==> config.mk <==
export PLATFORM = sky130hd
export DESIGN_NAME = pwm_decoder
export DESIGN_NICKNAME = d
export VERILOG_FILES = /design/src/rtl/pwm_decoder_pkg.sv /design/src/rtl/pwm_decoder_sync_edge_detect.sv /design/src/rtl/pwm_decoder.sv
export SDC_FILE = /design/constraint.sdc
export NUM_CORES = 1
export LEC_CHECK = 0
export CAP_MARGIN = 20
export CORE_MARGIN = 2
export CORE_UTILIZATION = 59
export CTS_CLUSTER_SIZE = 8
export DETAILED_ROUTE_END_ITERATION = 12
export MAX_ROUTING_LAYER = met4
export PLACE_DENSITY = 0.81
export SKIP_CTS_REPAIR_TIMING = 1
export SLEW_MARGIN = 20
export SYNTH_ARGS = -nofsm -noshare
export SYNTH_HDL_FRONTEND = slang
export SYNTH_SLANG_ARGS = --single-unit
==> constraint.sdc <==
create_clock -name clock -period 6.1 [get_ports clock]
set_input_delay 1.525 -clock clock [delete_from_list [all_inputs] [get_ports clock]]
set_output_delay 1.525 -clock clock [all_outputs]
set_load 0.01 [all_outputs]
==> src/rtl/pwm_decoder_pkg.sv <==
// pwm_decoder_pkg: shared PWM duty-code encodings, quantization thresholds and decoder states
package pwm_decoder_pkg;

    typedef enum logic [2:0] {
        DUTY_0, DUTY_25, DUTY_37P5, DUTY_50, DUTY_62P5, DUTY_75, DUTY_87P5, DUTY_100
    } duty_t;

    typedef enum logic [1:0] {WAIT_RISE, HIGH, LOW} state_t;

    // Midpoints between adjacent duty levels, in sixteenths of a period
    localparam logic [6:0][3:0] THRESH = {4'd15, 4'd13, 4'd11, 4'd9, 4'd7, 4'd5, 4'd2};

    function automatic duty_t duty_of(input logic [27:0] high, input logic [27:0] period);
        logic [2:0] n;
        n = '0;
        for (int i = 0; i < 7; i++)
            n = n + 3'({high, 4'b0} >= 32'(THRESH[i]) * 32'(period));
        return duty_t'(n);
    endfunction

endpackage

==> src/rtl/pwm_decoder_sync_edge_detect.sv <==
// sync_edge_detect: two-flop synchronizer plus a history flop for rise/fall detection
module sync_edge_detect (
    input  logic clock,
    input  logic reset,
    input  logic async_in,
    output logic level,
    output logic rise,
    output logic fall
);

    logic s1_q, s2_q, s3_q;

    always_ff @(posedge clock or posedge reset) begin
        if (reset) {s1_q, s2_q, s3_q} <= '0;
        else       {s1_q, s2_q, s3_q} <= {async_in, s1_q, s2_q};
    end

    assign level = s2_q;
    assign rise  = s2_q & ~s3_q;
    assign fall  = ~s2_q & s3_q;

endmodule

==> src/rtl/pwm_decoder.sv <==
// pwm_decoder: measures period, high time and quantized duty of an asynchronous PWM input
module pwm_decoder
    import pwm_decoder_pkg::*;
#(
    parameter logic [27:0] PERIOD  = 28'd500000,
    parameter logic [27:0] TIMEOUT = 28'd1000000
) (
    input  logic        clock,
    input  logic        reset,
    input  logic        pwm_in,
    output logic [27:0] period_ticks,
    output logic [27:0] high_ticks,
    output logic [2:0]  duty_code,
    output logic        valid,
    output logic        timeout
);

    if (TIMEOUT <= PERIOD) begin : g_timeout_check
        $error("TIMEOUT must exceed the nominal PWM PERIOD");
    end

    state_t      state_q, state_d;
    duty_t       duty_q, duty_d;
    logic [27:0] cnt_q, cnt_d, hf_q, hf_d, period_q, period_d, high_q, high_d;
    logic        valid_q, valid_d, timeout_q, timeout_d;
    logic        level, rise, fall;

    sync_edge_detect u_sync (
        .clock    (clock),
        .reset    (reset),
        .async_in (pwm_in),
        .level    (level),
        .rise     (rise),
        .fall     (fall)
    );

    always_ff @(posedge clock or posedge reset) begin
        if (reset) begin
            state_q   <= WAIT_RISE;
            cnt_q     <= '0;
            hf_q      <= '0;
            period_q  <= '0;
            high_q    <= '0;
            duty_q    <= DUTY_0;
            valid_q   <= 1'b0;
            timeout_q <= 1'b0;
        end else begin
            state_q   <= state_d;
            cnt_q     <= cnt_d;
            hf_q      <= hf_d;
            period_q  <= period_d;
            high_q    <= high_d;
            duty_q    <= duty_d;
            valid_q   <= valid_d;
            timeout_q <= timeout_d;
        end
    end

    // cnt passes TIMEOUT exactly once per rise-free stretch, so the equality fires once
    always_comb begin
        state_d   = state_q;
        cnt_d     = rise ? 28'd1 : (&cnt_q ? cnt_q : cnt_q + 28'd1);
        hf_d      = hf_q;
        period_d  = period_q;
        high_d    = high_q;
        duty_d    = duty_q;
        valid_d   = 1'b0;
        timeout_d = timeout_q;
        if (rise) begin
            state_d = HIGH;
            if (state_q == LOW) begin
                period_d  = cnt_q;
                high_d    = hf_q;
                duty_d    = duty_of(hf_q, cnt_q);
                valid_d   = 1'b1;
                timeout_d = 1'b0;
            end
        end else if (cnt_q == TIMEOUT) begin
            state_d = WAIT_RISE;
            if (!timeout_q) begin
                period_d  = '0;
                high_d    = '0;
                duty_d    = level ? DUTY_100 : DUTY_0;
                valid_d   = 1'b1;
                timeout_d = 1'b1;
            end
        end else if (fall && state_q == HIGH) begin
            hf_d    = cnt_q;
            state_d = LOW;
        end
    end

    assign period_ticks = period_q;
    assign high_ticks   = high_q;
    assign duty_code    = duty_q;
    assign valid        = valid_q;
    assign timeout      = timeout_q;

endmodule

==> results.json, run 1 <==
{
  "status": "finished, violations left",
  "violations": "setup timing",
  "multi_input_area_um2": 17590,
  "yosys.area_share.simple_pct": 13.17,
  "h-tree-depth": 4,
  "drv_cap": 0,
  "clockBufferDepth": 2,
  "async_flop_share_pct": 100.0,
  "fin_skew_ns": 0.01381,
  "worstHoldPathType": "flop to flop",
  "slew_violations": 0,
  "min_period_over_period_pct": 111.5,
  "tightest_slew_ns": 0.9275,
  "synthXorXnorAreaFrac_pct": 7.443,
  "syn_avg_cell_area_um2": 8.807,
  "leakage_nw": 14.54,
  "clkTransAtPathRegs_ns": 0.06,
  "hold_start": "u_sync.s1_q$_DFF_PP0_",
  "cp-end-kind": "flop",
  "initial_core_util_pct": 60.15,
  "critPathRequiredTime_ns": 6.38,
  "layout.cells.non_filler": 3330,
  "drt_iter0_markers": 1923,
  "grt_pass1_wl_um": 109700,
  "slowest_delay_ns": 0.50,
  "routed_via_density": 6.399,
  "grt_pass1_vias": 20988,
  "seqCellArea_um2": 3069,
  "syn_nets": 2931,
  "layout_common_cells": "buf_4 (455), ha_1 (425), nand2_1 (194)",
  "power.density_nw_per_um2": 220.0,
  "dp.final_hpwl_um": 56870,
  "synth_ff_type": "dfrtp_1",
  "drt-total-wl_um": 75060,
  "fillerInstances": 2331,
  "grt.overflow.total": 0,
  "synth_compound_gate_area_share_pct": 21.24,
  "cts_made_buffers": 17,
  "die-area_um2": 36820,
  "hold_viol_final": 0,
  "placementRows": 68,
  "synth-adder-area-share_pct": 37.86,
  "crit_path_start": "cnt_q[7]$_DFFE_PP0P_",
  "synth-warning-count": 0,
  "via_count": 21310,
  "drtPass1Iterations": 8,
  "io_pins": 64,
  "postRouteAntennaNets": 0,
  "hold_slack_ns": 0.3538,
  "syn_area_um2": 20830,
  "ys_ff_latch": 122,
  "max_freq_ghz": 0.1470,
  "synthMuxAreaShare_pct": 1.514,
  "setup_violations": 3,
  "drc": 0,
  "yosysUniqueCellTypes": 73,
  "arrival_ns": 7.09,
  "clock-sinks": 122,
  "place.gp.congestion": 1.027,
  "cts_tree": "yes",
  "grt_max_degree": 92,
  "placed_cells": 3270,
  "r2r-start": "cnt_q[7]$_DFFE_PP0P_",
  "drive_gt1_share_pct": 23.56,
  "routedWlPerCell_um": 22.54,
  "clkLatencyLatePin_ns": 0.45,
  "critPathSlowestCell": "fa_1",
  "grt_setup_unrepaired": "yes",
  "synth_seq_area_share_pct": 14.66,
  "core_area_um2": 34630,
  "dieHeight_um": 191.9,
  "die_x_um": 191.9,
  "slew_headroom_pct": 38.17,
  "irDropWorstVdd_mv": 0.3521,
  "final_common_cell": "buf_4",
  "grt.total_usage_pct": 39.56,
  "syn_to_final_growth_pct": 28.63,
  "setup_ws_ns": -0.7035,
  "period_needed_ns": 6.804,
  "synth_top_family_by_area": "adder cells",
  "finish.net_count": 3426,
  "crit_path_start_kind": "flop",
  "syn_inst": 2365,
  "synth-edff-count": 0,
  "crit_fanout": 7,
  "antenna_found_initial": 2,
  "cts_root_buffer": "clkbuf_16",
  "port_buffers": 63,
  "crit_type": "flop to flop"
}
power breakdown:
part	internal (mW)	switching, mW	total, mW
clock network	0.575	0.456	1.03
logic	1.87	2.05	3.92
registers	0.857	0.0906	0.948
total	3.30	2.60	5.89
cell families (layout without fill, tap and decap cells):
group | count (synthesis) | in the layout
other | 0 | 2
buffers and inverters | 228 | 736
muxes | 28 | 28
xor gates and xnor gates | 177 | 177
DFF | 122 | 122
and+or+nand+nor | 568 | 568
adders and majority gates | 563 | 563
AOI/OAI and AO/OA | 679 | 679
stage by stage:
stage	setup WS, ns	power (mW)	TNS, ns	util (%)	area (um^2)
after floorplan	0.007541	2.834	0	-	20900
after global placement	-0.8066	4.133	-2.132	73.25	25370
after detailed placement	-0.8983	4.328	-2.405	73.25	25370
after CTS	-0.9190	5.377	-2.510	74.92	25940
after global routing	-0.8438	6.249	-2.304	77.37	26790
final	-0.7035	5.895	-1.852	77.37	26790
state kept, by name (all words and copies together), names as in the netlist:
register and cells:
duty_code 3, state_q 2, cnt_q 28, valid 1, high_ticks 28, timeout 1
period_ticks 28, u_sync.level 1, u_sync.s3_q 1, hf_q 28, u_sync.s1_q 1
synthesized netlist by cell type (5+ instances only):
| library cell | count | area [um^2] |
|---|---|---|
| a21oi_1 | 205 | 1026 |
| xor2_1 | 73 | 639.4 |
| o21ai_1 | 12 | 60.06 |
| xnor2_1 | 104 | 910.9 |
| o31ai_1 | 37 | 277.8 |
| nand3_1 | 68 | 340.3 |
| o21bai_1 | 28 | 210.2 |
| and3_1 | 15 | 93.84 |
| inv_1 | 166 | 623.1 |
| nor2b_1 | 24 | 150.1 |
| fa_1 | 112 | 2242 |
| a221oi_1 | 10 | 87.58 |
| nor4bb_1 | 6 | 60.06 |
| o21a_1 | 20 | 150.1 |
| dfrtp_1 | 122 | 3053 |
| ha_1 | 451 | 5643 |
| mux2_2 | 28 | 315.3 |
| nor4_1 | 9 | 56.30 |
| a211oi_1 | 18 | 135.1 |
| or3_1 | 8 | 50.05 |
| clkbuf_1 | 57 | 214.0 |
| o211ai_1 | 7 | 52.55 |
| nand4_1 | 61 | 381.6 |
| nand2_1 | 194 | 728.2 |
| nor3_1 | 21 | 105.1 |
| a21o_1 | 146 | 1096 |
| a31oi_1 | 24 | 150.1 |
| nor2_1 | 111 | 416.7 |
| and4_1 | 6 | 52.55 |
| o21ai_0 | 111 | 555.5 |
| nor3b_1 | 5 | 37.54 |
| nand2b_1 | 22 | 137.6 |
cell type report:
class	instances	share of cell area (%)
timing repair buffer	538	16.24
clock buffer	17	1.588
clock inverter	15	0.5651
multi-input combinational	2015	65.66
tap	455	2.125
antenna	2	0.01868
sequential	122	11.46
inverter	166	2.354
worst paths after layout:
kind                                       endpoint  slack (ns)  cells after the start
setup reg to reg           duty_code[1]$_DFFE_PP0P_       -0.70                     30
setup / recovery           duty_code[1]$_DFFE_PP0P_       -0.70                     30
min in group asynchronous    state_q[0]$_DFFE_PP0P_        1.57                      2
hold / removal               u_sync.level$_DFF_PP0_        0.35                      0
hold reg to reg              u_sync.level$_DFF_PP0_        0.35                      0
max in group asynchronous      cnt_q[2]$_DFFE_PP0P_        3.66                      3
worst max-delay path, delay by kind of cell (launching register included):
| family | cells | cell delay [ns] |
|---|---|---|
| buffers and inverters | 7 | 0.96 |
| XOR/XNOR | 1 | 0.18 |
| AO/OA/AOI/OAI | 13 | 2.23 |
| adder cells (fa/ha/maj) | 7 | 2.52 |
| AND/OR/NAND/NOR | 2 | 0.32 |
| flip-flops | 1 | 0.43 |
metal layers:
metal	wire length, um	part of all wire, %	up-vias	global-route usage, %
met5	0	0	-	-
met4	4326	5.8	0	15.38
met3	6317	8.4	361	5.006
met2	35180	47	1132	66.56
met1	29240	39	10202	48.35
li1	-	-	9615	-
No activity file was read; power rests on OpenSTA's default activity.
==> run 2, diff against run 1 <==
--- a/config.mk
+++ b/config.mk
@@ -7,11 +7,11 @@
 export LEC_CHECK = 0
 export CAP_MARGIN = 20
 export CORE_MARGIN = 2
-export CORE_UTILIZATION = 59
+export CORE_UTILIZATION = 30
 export CTS_CLUSTER_SIZE = 8
 export DETAILED_ROUTE_END_ITERATION = 12
 export MAX_ROUTING_LAYER = met4
-export PLACE_DENSITY = 0.81
+export PLACE_DENSITY = 0.47
 export SKIP_CTS_REPAIR_TIMING = 1
 export SLEW_MARGIN = 20
 export SYNTH_ARGS = -nofsm -noshare
==> results.json, run 2 (synthesis results as in run 1) <==
{
  "period_needed_ns": 6.495,
  "cts_root_buffer": "clkbuf_16",
  "finish.net_count": 3437,
  "hold_viol_final": 0,
  "port_buffers": 63,
  "r2r-start": "cnt_q[6]$_DFFE_PP0P_",
  "clkLatencyLatePin_ns": 0.45,
  "crit_path_start": "cnt_q[6]$_DFFE_PP0P_",
  "combPwrFrac_pct": 64.9,
  "min_period_over_period_pct": 106.5,
  "r2r_end": "duty_code[1]$_DFFE_PP0P_",
  "cts_made_buffers": 17,
  "crit_path_start_kind": "flop",
  "placementRows": 96,
  "wl_met3_um": 1953,
  "placed_cell_area_um2": 26080,
  "leakage_nw": 14.63,
  "grt_setup_unrepaired": "yes",
  "status": "finished, violations left",
  "drv_cap": 0,
  "power.total_mw": 5.684,
  "worstHoldPathType": "flop to flop",
  "holdPathStages": 0,
  "n_antenna_cell": 0,
  "die_x_um": 267.5,
  "irDropWorstVdd_mv": 0.2401,
  "io_pins": 64,
  "crit_type": "flop to flop",
  "grt.total_usage_pct": 20.21,
  "r2r_slack_ns": -0.39,
  "post-place-ws_ns": -0.8405,
  "setup_violations": 3,
  "initial_core_util_pct": 30.32,
  "antenna_found_initial": 1,
  "seqPwrFrac_pct": 16.3,
  "grt.overflow.total": 0,
  "violations": "setup timing",
  "die-area_um2": 71550,
  "netSwitchingPower_mw": 2.430,
  "hold_end": "u_sync.level$_DFF_PP0_",
  "via_count": 19241,
  "setup_ws_ns": -0.3946,
  "h-tree-depth": 4,
  "drc": 0,
  "final_common_cell": "buf_4",
  "drive_gt1_share_pct": 23.86,
  "dp.final_hpwl_um": 57650,
  "cp-end-kind": "flop",
  "clock-sinks": 122,
  "grt_max_degree": 73,
  "layout.cells.non_filler": 3815,
  "core_area_um2": 68710,
  "tightest_slew_ns": 0.9488,
  "fillerInstances": 7029,
  "critPathRequiredTime_ns": 6.42,
  "routedWlPerCell_um": 18.27,
  "dr_wl_met2_um": 32260,
  "swShare_pct": 42.76,
  "cts_tree": "yes",
  "fin_skew_ns": 0.01111,
  "clockBufferDepth": 2,
  "slew_violations": 0,
  "r2r.worst_path.cells": 24,
  "drt-total-wl_um": 69710,
  "power.density_nw_per_um2": 207.3,
  "routed_via_density": 5.044,
  "clkTransAtPathRegs_ns": 0.07,
  "dieHeight_um": 267.5,
  "clkPwrFrac_pct": 18.9,
  "crit_fanout": 6,
  "seqCellArea_um2": 3067,
  "layout_common_cells": "buf_4 (472), ha_1 (434), nand2_1 (193)",
  "postRouteAntennaNets": 0,
  "grt_pass1_wl_um": 109400,
  "place.gp.congestion": 0.9071,
  "multi_input_area_um2": 17570,
  "grt_pass1_vias": 19122,
  "drtPass1Iterations": 5,
  "intPower_mw": 3.253,
  "wirelength_met1_um": 34560,
  "syn_to_final_growth_pct": 31.66,
  "placed_cells": 3766,
  "hold_start": "u_sync.s1_q$_DFF_PP0_",
  "arrival_ns": 6.81,
  "routed.top_layer": "met4",
  "drt_iter0_markers": 1051,
  "max_freq_ghz": 0.1540,
  "final_area_um2": 27420,
  "hold_slack_ns": 0.3642,
  "slew_headroom_pct": 36.68
}
==> run 2: cell type report <==
| type | instances | share of cell area, % |
|---|---|---|
| flip-flops and latches | 122 | 11.18 |
| well taps | 931 | 4.248 |
| inverters | 166 | 2.304 |
| clock buffers | 20 | 1.629 |
| repair buffers | 549 | 16.03 |
| multi-input cells | 2015 | 64.08 |
| clock inverters | 12 | 0.5201 |
==> run 2: routing by layer <==
metal | up-vias | global-route usage, %
met5 | - | -
met3 | 52 | 1.848
met4 | 0 | 2.718
met2 | 289 | 32.88
li1 | 9634 | -
met1 | 9266 | 27.90
==> run 2: power groups by stage <==
| stage | clock, mW | sequential [mW] | combinational [mW] |
|---|---|---|---|
| 2_1_floorplan | 0 | 0.959 | 1.88 |
| 3_3_place_gp | 0 | 0.940 | 3.30 |
| 3_5_place_dp | 0 | 0.942 | 3.36 |
| 4_1_cts | 1.10 | 0.928 | 3.38 |
| 5_1_grt | 1.13 | 0.932 | 4.17 |
| 6_report | 1.07 | 0.924 | 3.69 |
==> run 2: how the worst max path moves through the flow <==
stage | end | slack, ns | cells after the start
final | duty_code[1]$_DFFE_PP0P_ | -0.39 | 24
after global routing | duty_code[1]$_DFFE_PP0P_ | -0.68 | 29
after CTS | duty_code[1]$_DFFE_PP0P_ | -0.90 | 27
after detailed placement | duty_code[1]$_DFFE_PP0P_ | -0.84 | 27
after global placement | duty_code[1]$_DFFE_PP0P_ | -0.86 | 27
after floorplan | duty_code[1]$_DFFE_PP0P_ | 0.008 | 25
==> run 2: worst max-delay path, cell delays in order, from the launching register on <==
cell,delay [ns]
dfrtp_2,0.46
buf_4,0.16
fa_1,0.57
fa_1,0.47
ha_4,0.30
and4_2,0.25
a21oi_2,0.08
o21ai_2,0.09
a31oi_4,0.08
buf_4,0.17
or4_4,0.58
nor4bb_4,0.20
or2_2,0.31
xor2_1,0.15
ha_1,0.31
nand4_1,0.15
o21ai_4,0.19
a221oi_2,0.07
buf_4,0.16
fa_1,0.55
inv_2,0.05
fa_2,0.35
fa_1,0.45
o21ai_1,0.14
o21ai_1,0.07
==> run 2: per-stage QoR <==
stage,TNS [ns],util [%]
6_report,-0.9519,39.91
5_1_grt,-1.770,39.91
2_1_floorplan,0,-
3_3_place_gp,-2.204,37.95
4_1_cts,-2.411,38.81
3_5_place_dp,-2.268,37.95
==> run 3, diff against run 2 <==
--- a/config.mk
+++ b/config.mk
@@ -12,7 +12,6 @@
 export DETAILED_ROUTE_END_ITERATION = 12
 export MAX_ROUTING_LAYER = met4
 export PLACE_DENSITY = 0.47
-export SKIP_CTS_REPAIR_TIMING = 1
 export SLEW_MARGIN = 20
 export SYNTH_ARGS = -nofsm -noshare
 export SYNTH_HDL_FRONTEND = slang
==> results.json, run 3 (synthesis results as in run 1) <==
{
  "status": "finished, violations left",
  "violations": "setup timing",
  "n_antenna_cell": 0,
  "place.gp.congestion": 0.9071,
  "hold_slack_ns": 0.3643,
  "routedWlPerCell_um": 18.23,
  "grt.overflow.total": 0,
  "grt_setup_unrepaired": "yes",
  "grt_max_degree": 73,
  "hold_start": "u_sync.s1_q$_DFF_PP0_",
  "slowest_delay_ns": 0.60,
  "dp.final_hpwl_um": 57650,
  "dieHeight_um": 267.5,
  "min_period_over_period_pct": 106.7,
  "crit_path_start_kind": "flop",
  "cts_tree": "yes",
  "clock-sinks": 122,
  "r2r_slack_ns": -0.41,
  "crit_type": "flop to flop",
  "critPathSlowestCell": "fa_1",
  "max_freq_ghz": 0.1536,
  "die-area_um2": 71550,
  "via_count": 19286,
  "drive_gt1_share_pct": 24.47,
  "r2r_end": "duty_code[1]$_DFFE_PP0P_",
  "syn_to_final_growth_pct": 32.99,
  "arrival_ns": 6.83,
  "hold_viol_final": 0,
  "die_x_um": 267.5,
  "holdPathStages": 0,
  "irDropWorstVdd_mv": 0.2489,
  "drv_cap": 0,
  "leakage_nw": 14.77,
  "setup_ws_ns": -0.4097,
  "grt_pass1_wl_um": 111100,
  "seqCellArea_um2": 3067,
  "final_common_cell": "buf_4",
  "multi_input_area_um2": 17660,
  "worstHoldPathType": "flop to flop",
  "routed_via_density": 5.026,
  "slew_headroom_pct": 36.25,
  "cts_made_buffers": 17,
  "fillerInstances": 6999,
  "cts_root_buffer": "clkbuf_16",
  "antenna_found_initial": 0,
  "drc": 0,
  "layout_common_cells": "buf_4 (488), ha_1 (429), nand2_1 (194)",
  "drt_iter0_markers": 1068,
  "core_area_um2": 68710,
  "r2r.worst_path.cells": 27,
  "grt_pass1_vias": 19474,
  "fin_skew_ns": 0.01218,
  "hold_end": "u_sync.level$_DFF_PP0_",
  "r2r-start": "cnt_q[0]$_DFFE_PP0P_",
  "tightest_slew_ns": 0.9552,
  "clkLatencyLatePin_ns": 0.45,
  "crit_fanout": 4,
  "setup_violations": 3,
  "port_buffers": 63,
  "initial_core_util_pct": 30.32,
  "drtPass1Iterations": 5,
  "io_pins": 64,
  "critPathRequiredTime_ns": 6.42,
  "slew_violations": 0,
  "h-tree-depth": 4,
  "drt-total-wl_um": 69940,
  "placementRows": 96,
  "period_needed_ns": 6.510,
  "clkTransAtPathRegs_ns": 0.07,
  "power.density_nw_per_um2": 207.9,
  "cts_hold_buffers": 0,
  "power.total_mw": 5.758,
  "grt.total_usage_pct": 20.50,
  "finish.net_count": 3459,
  "postRouteAntennaNets": 0,
  "cp-end-kind": "flop",
  "clockBufferDepth": 2
}
## run 3: cell count changes in the layout (fill, tap and decap cells not counted), sizes merged
cell  before  now
buf      486  508
## run 3: cell type report
type                    count  area share [%]
flip-flops and latches    122           11.07
clock inverters            12          0.5149
multi-input cells        2015           63.77
repair buffers            571           16.54
inverters                 166           2.290
well taps                 931           4.205
clock buffers              20           1.613
## run 3: how the worst max path moves through the flow
stage | depth (start not counted) | endpoint | start | slack (ns)
2_1_floorplan | 25 | duty_code[1]$_DFFE_PP0P_ | cnt_q[7]$_DFFE_PP0P_ | 0.008
3_3_place_gp | 27 | duty_code[1]$_DFFE_PP0P_ | cnt_q[1]$_DFFE_PP0P_ | -0.86
3_5_place_dp | 27 | duty_code[1]$_DFFE_PP0P_ | cnt_q[1]$_DFFE_PP0P_ | -0.84
4_1_cts | 29 | duty_code[1]$_DFFE_PP0P_ | cnt_q[1]$_DFFE_PP0P_ | -0.41
5_1_grt | 31 | duty_code[1]$_DFFE_PP0P_ | cnt_q[0]$_DFFE_PP0P_ | -0.69
6_report | 27 | duty_code[1]$_DFFE_PP0P_ | cnt_q[0]$_DFFE_PP0P_ | -0.41
## run 3: critical path, delay by kind of cell (launching register included)
kind	cells	cell delay [ns]
flip-flops	1	0.40
AO/OA/AOI/OAI	10	1.90
XOR/XNOR	1	0.05
AND/OR/NAND/NOR	2	0.21
adder cells (fa/ha/maj)	7	2.89
buffers and inverters	7	0.90
## run 3: layer usage
layer | vias up | global-route usage [%] | routed length [um]
li1 | 9677 | - | -
met1 | 9291 | 28.04 | 34780
met2 | 266 | 33.46 | 32410
met3 | 52 | 1.977 | 1849
met4 | 0 | 2.990 | 907
met5 | - | - | 0
## run 3: where the power goes
group / internal, mW / total [mW] / switching, mW
combinational: 1.83 / 3.76 / 1.93
sequential: 0.857 / 0.923 / 0.0652
clock: 0.617 / 1.07 / 0.457
total: 3.31 / 5.76 / 2.45
## run 3: per-stage QoR
stage	cells	cell area (um^2)	util (%)	worst slack (ns)	setup TNS (ns)
2_1_floorplan	2365	20900	-	0.007541	0
3_5_place_dp	3766	26080	37.95	-0.8405	-2.268
3_3_place_gp	3766	26080	37.95	-0.8580	-2.204
4_1_cts	3822	27300	39.73	-0.4070	-0.9302
5_1_grt	3837	27700	40.32	-0.6888	-1.814
6_report	3837	27700	40.32	-0.4097	-0.9452
## run 3: repair_timing
item	4_1_cts	5_1_grt
setup endpoints to repair	3	3
resized for setup	98	59
pin swaps	80	68
endpoints found under the hold margin	0	0
setup buffers	26	15
==> patch: new RTL, settings of run 2 <==
Reset style: synchronous (`reset`), changed in 2 clocked blocks. Comments in the files are not updated.
--- a/src/rtl/pwm_decoder_sync_edge_detect.sv
+++ b/src/rtl/pwm_decoder_sync_edge_detect.sv
@@ -12,3 +12,3 @@
 
-    always_ff @(posedge clock or posedge reset) begin
+    always_ff @(posedge clock) begin
         if (reset) {s1_q, s2_q, s3_q} <= '0;
--- a/src/rtl/pwm_decoder.sv
+++ b/src/rtl/pwm_decoder.sv
@@ -36,3 +36,3 @@
 
-    always_ff @(posedge clock or posedge reset) begin
+    always_ff @(posedge clock) begin
         if (reset) begin
Behaviour: same outputs for any inputs over 4 cycles, from zero or initial values and one cycle with reset high; that may be too few to reach the edited logic, so the function may still have changed.
==> patch against run 2 <==
  * The flow still finishes with violations (negative setup slack)
  * Worst setup slack better by 150 ps
  * Final area is 1.0% lower
  * Final cell count is 0.39% lower
  * Global-route usage is 0.69 points higher
  * Wire length is 1.7% higher
  * Highest routed layer unchanged
  * Die area is 3.9% lower
  * First-iteration DRC count is 12% higher
  * Area after synthesis is 3.9% lower
  * Synthesized cell count is 1.9% lower
  * Sequential cell count stayed put
Power is not compared: it rests on default switching activity, and its combinational part moved more than twofold at a synthesized area within 25%.
==> patch: results (changes against run 2) <==
- GR Util met2: 0.330 (+0.00155)
- Worst hold stages: 1 (+1)
- Vias in the first global route: 18,900 (-0.99%)
- Setup violators final: 3 (unchanged)
- ClkCell Share: 0.0225 (+0.000962)
- Crit path depth: 29 (+21%)
- Share of synthesized registers carrying an async set or reset: 0 (-1.00)
- Vias post-DR: 19,300 (+0.16%)
- Outcome: finished, violations left
- Post-detail-place hpwl: 59,300 um (+2.8%)
- Max-slew headroom: 0.411 (+0.0439)
- All-Layer GR Usage: 0.209 (+0.00692)
- Vias per inst: 5.07 (+0.56%)
- Syn_nets: 2,886 (-1.5%)
- Post-synthesis compound-gate area fraction: 0.234 (+0.0218)
- Met1 wire length: 34,200 um (-1.2%)
- Final Instance Area: 27,100 um^2 (-1.0%)
- Setup WS pre-CTS: -915 ps (-74.3 ps)
- Seq area share: 0.0913 (-0.0205)
- Diodes inserted: 1 (+1)
- Final worst slack: -243 ps (+151 ps)
- First-pass GRT wire length: 110,000 um (+0.21%)
- DR WL met2: 31,900 um (-1.1%)
- Post-Syn Area: 20,000 um^2 (-3.9%)
- DRT Wirelength: 70,900 um (+1.7%)
- Failing checks: negative setup slack
- Setup_tns: -537 ps (+415 ps)
- Synth top cells by count: ha_1, a21oi_1, nand2_1, inv_1, a21o_1
- Adder-Cell Fraction of Synth Area: 0.394 (+0.0154)
==> patch: cell count changes after synthesis, moves of 20 or more <==
cell / run 2 / this run
dfrtp_1: 122 / 0
dfxtp_1: 0 / 122
a22o_1: 0 / 56
o31ai_1: 37 / 7
mux2_2: 28 / 0
nor2_1: 111 / 135
nand3_1: 68 / 46
nand2_1: 194 / 174
==> patch: path summary, 6_finish.rpt <==
| kind | from | endpoint |
|---|---|---|
| max | cnt_q[3] | duty_code[1] |
| min | high_ticks[1] | high_ticks[1] |
| max reg2reg | cnt_q[3] | duty_code[1] |
| min reg2reg | high_ticks[1] | high_ticks[1] |
==> patch: worst register-to-register path: cells and delay by family, from the launching register on <==
kind | cells | cell delay, ps
AO/OA/AOI/OAI | 13 | 1780
XOR/XNOR | 1 | 180
adder cells (fa/ha/maj) | 7 | 2850
buffers and inverters | 5 | 640
flip-flops | 1 | 380
AND/OR/NAND/NOR | 3 | 460
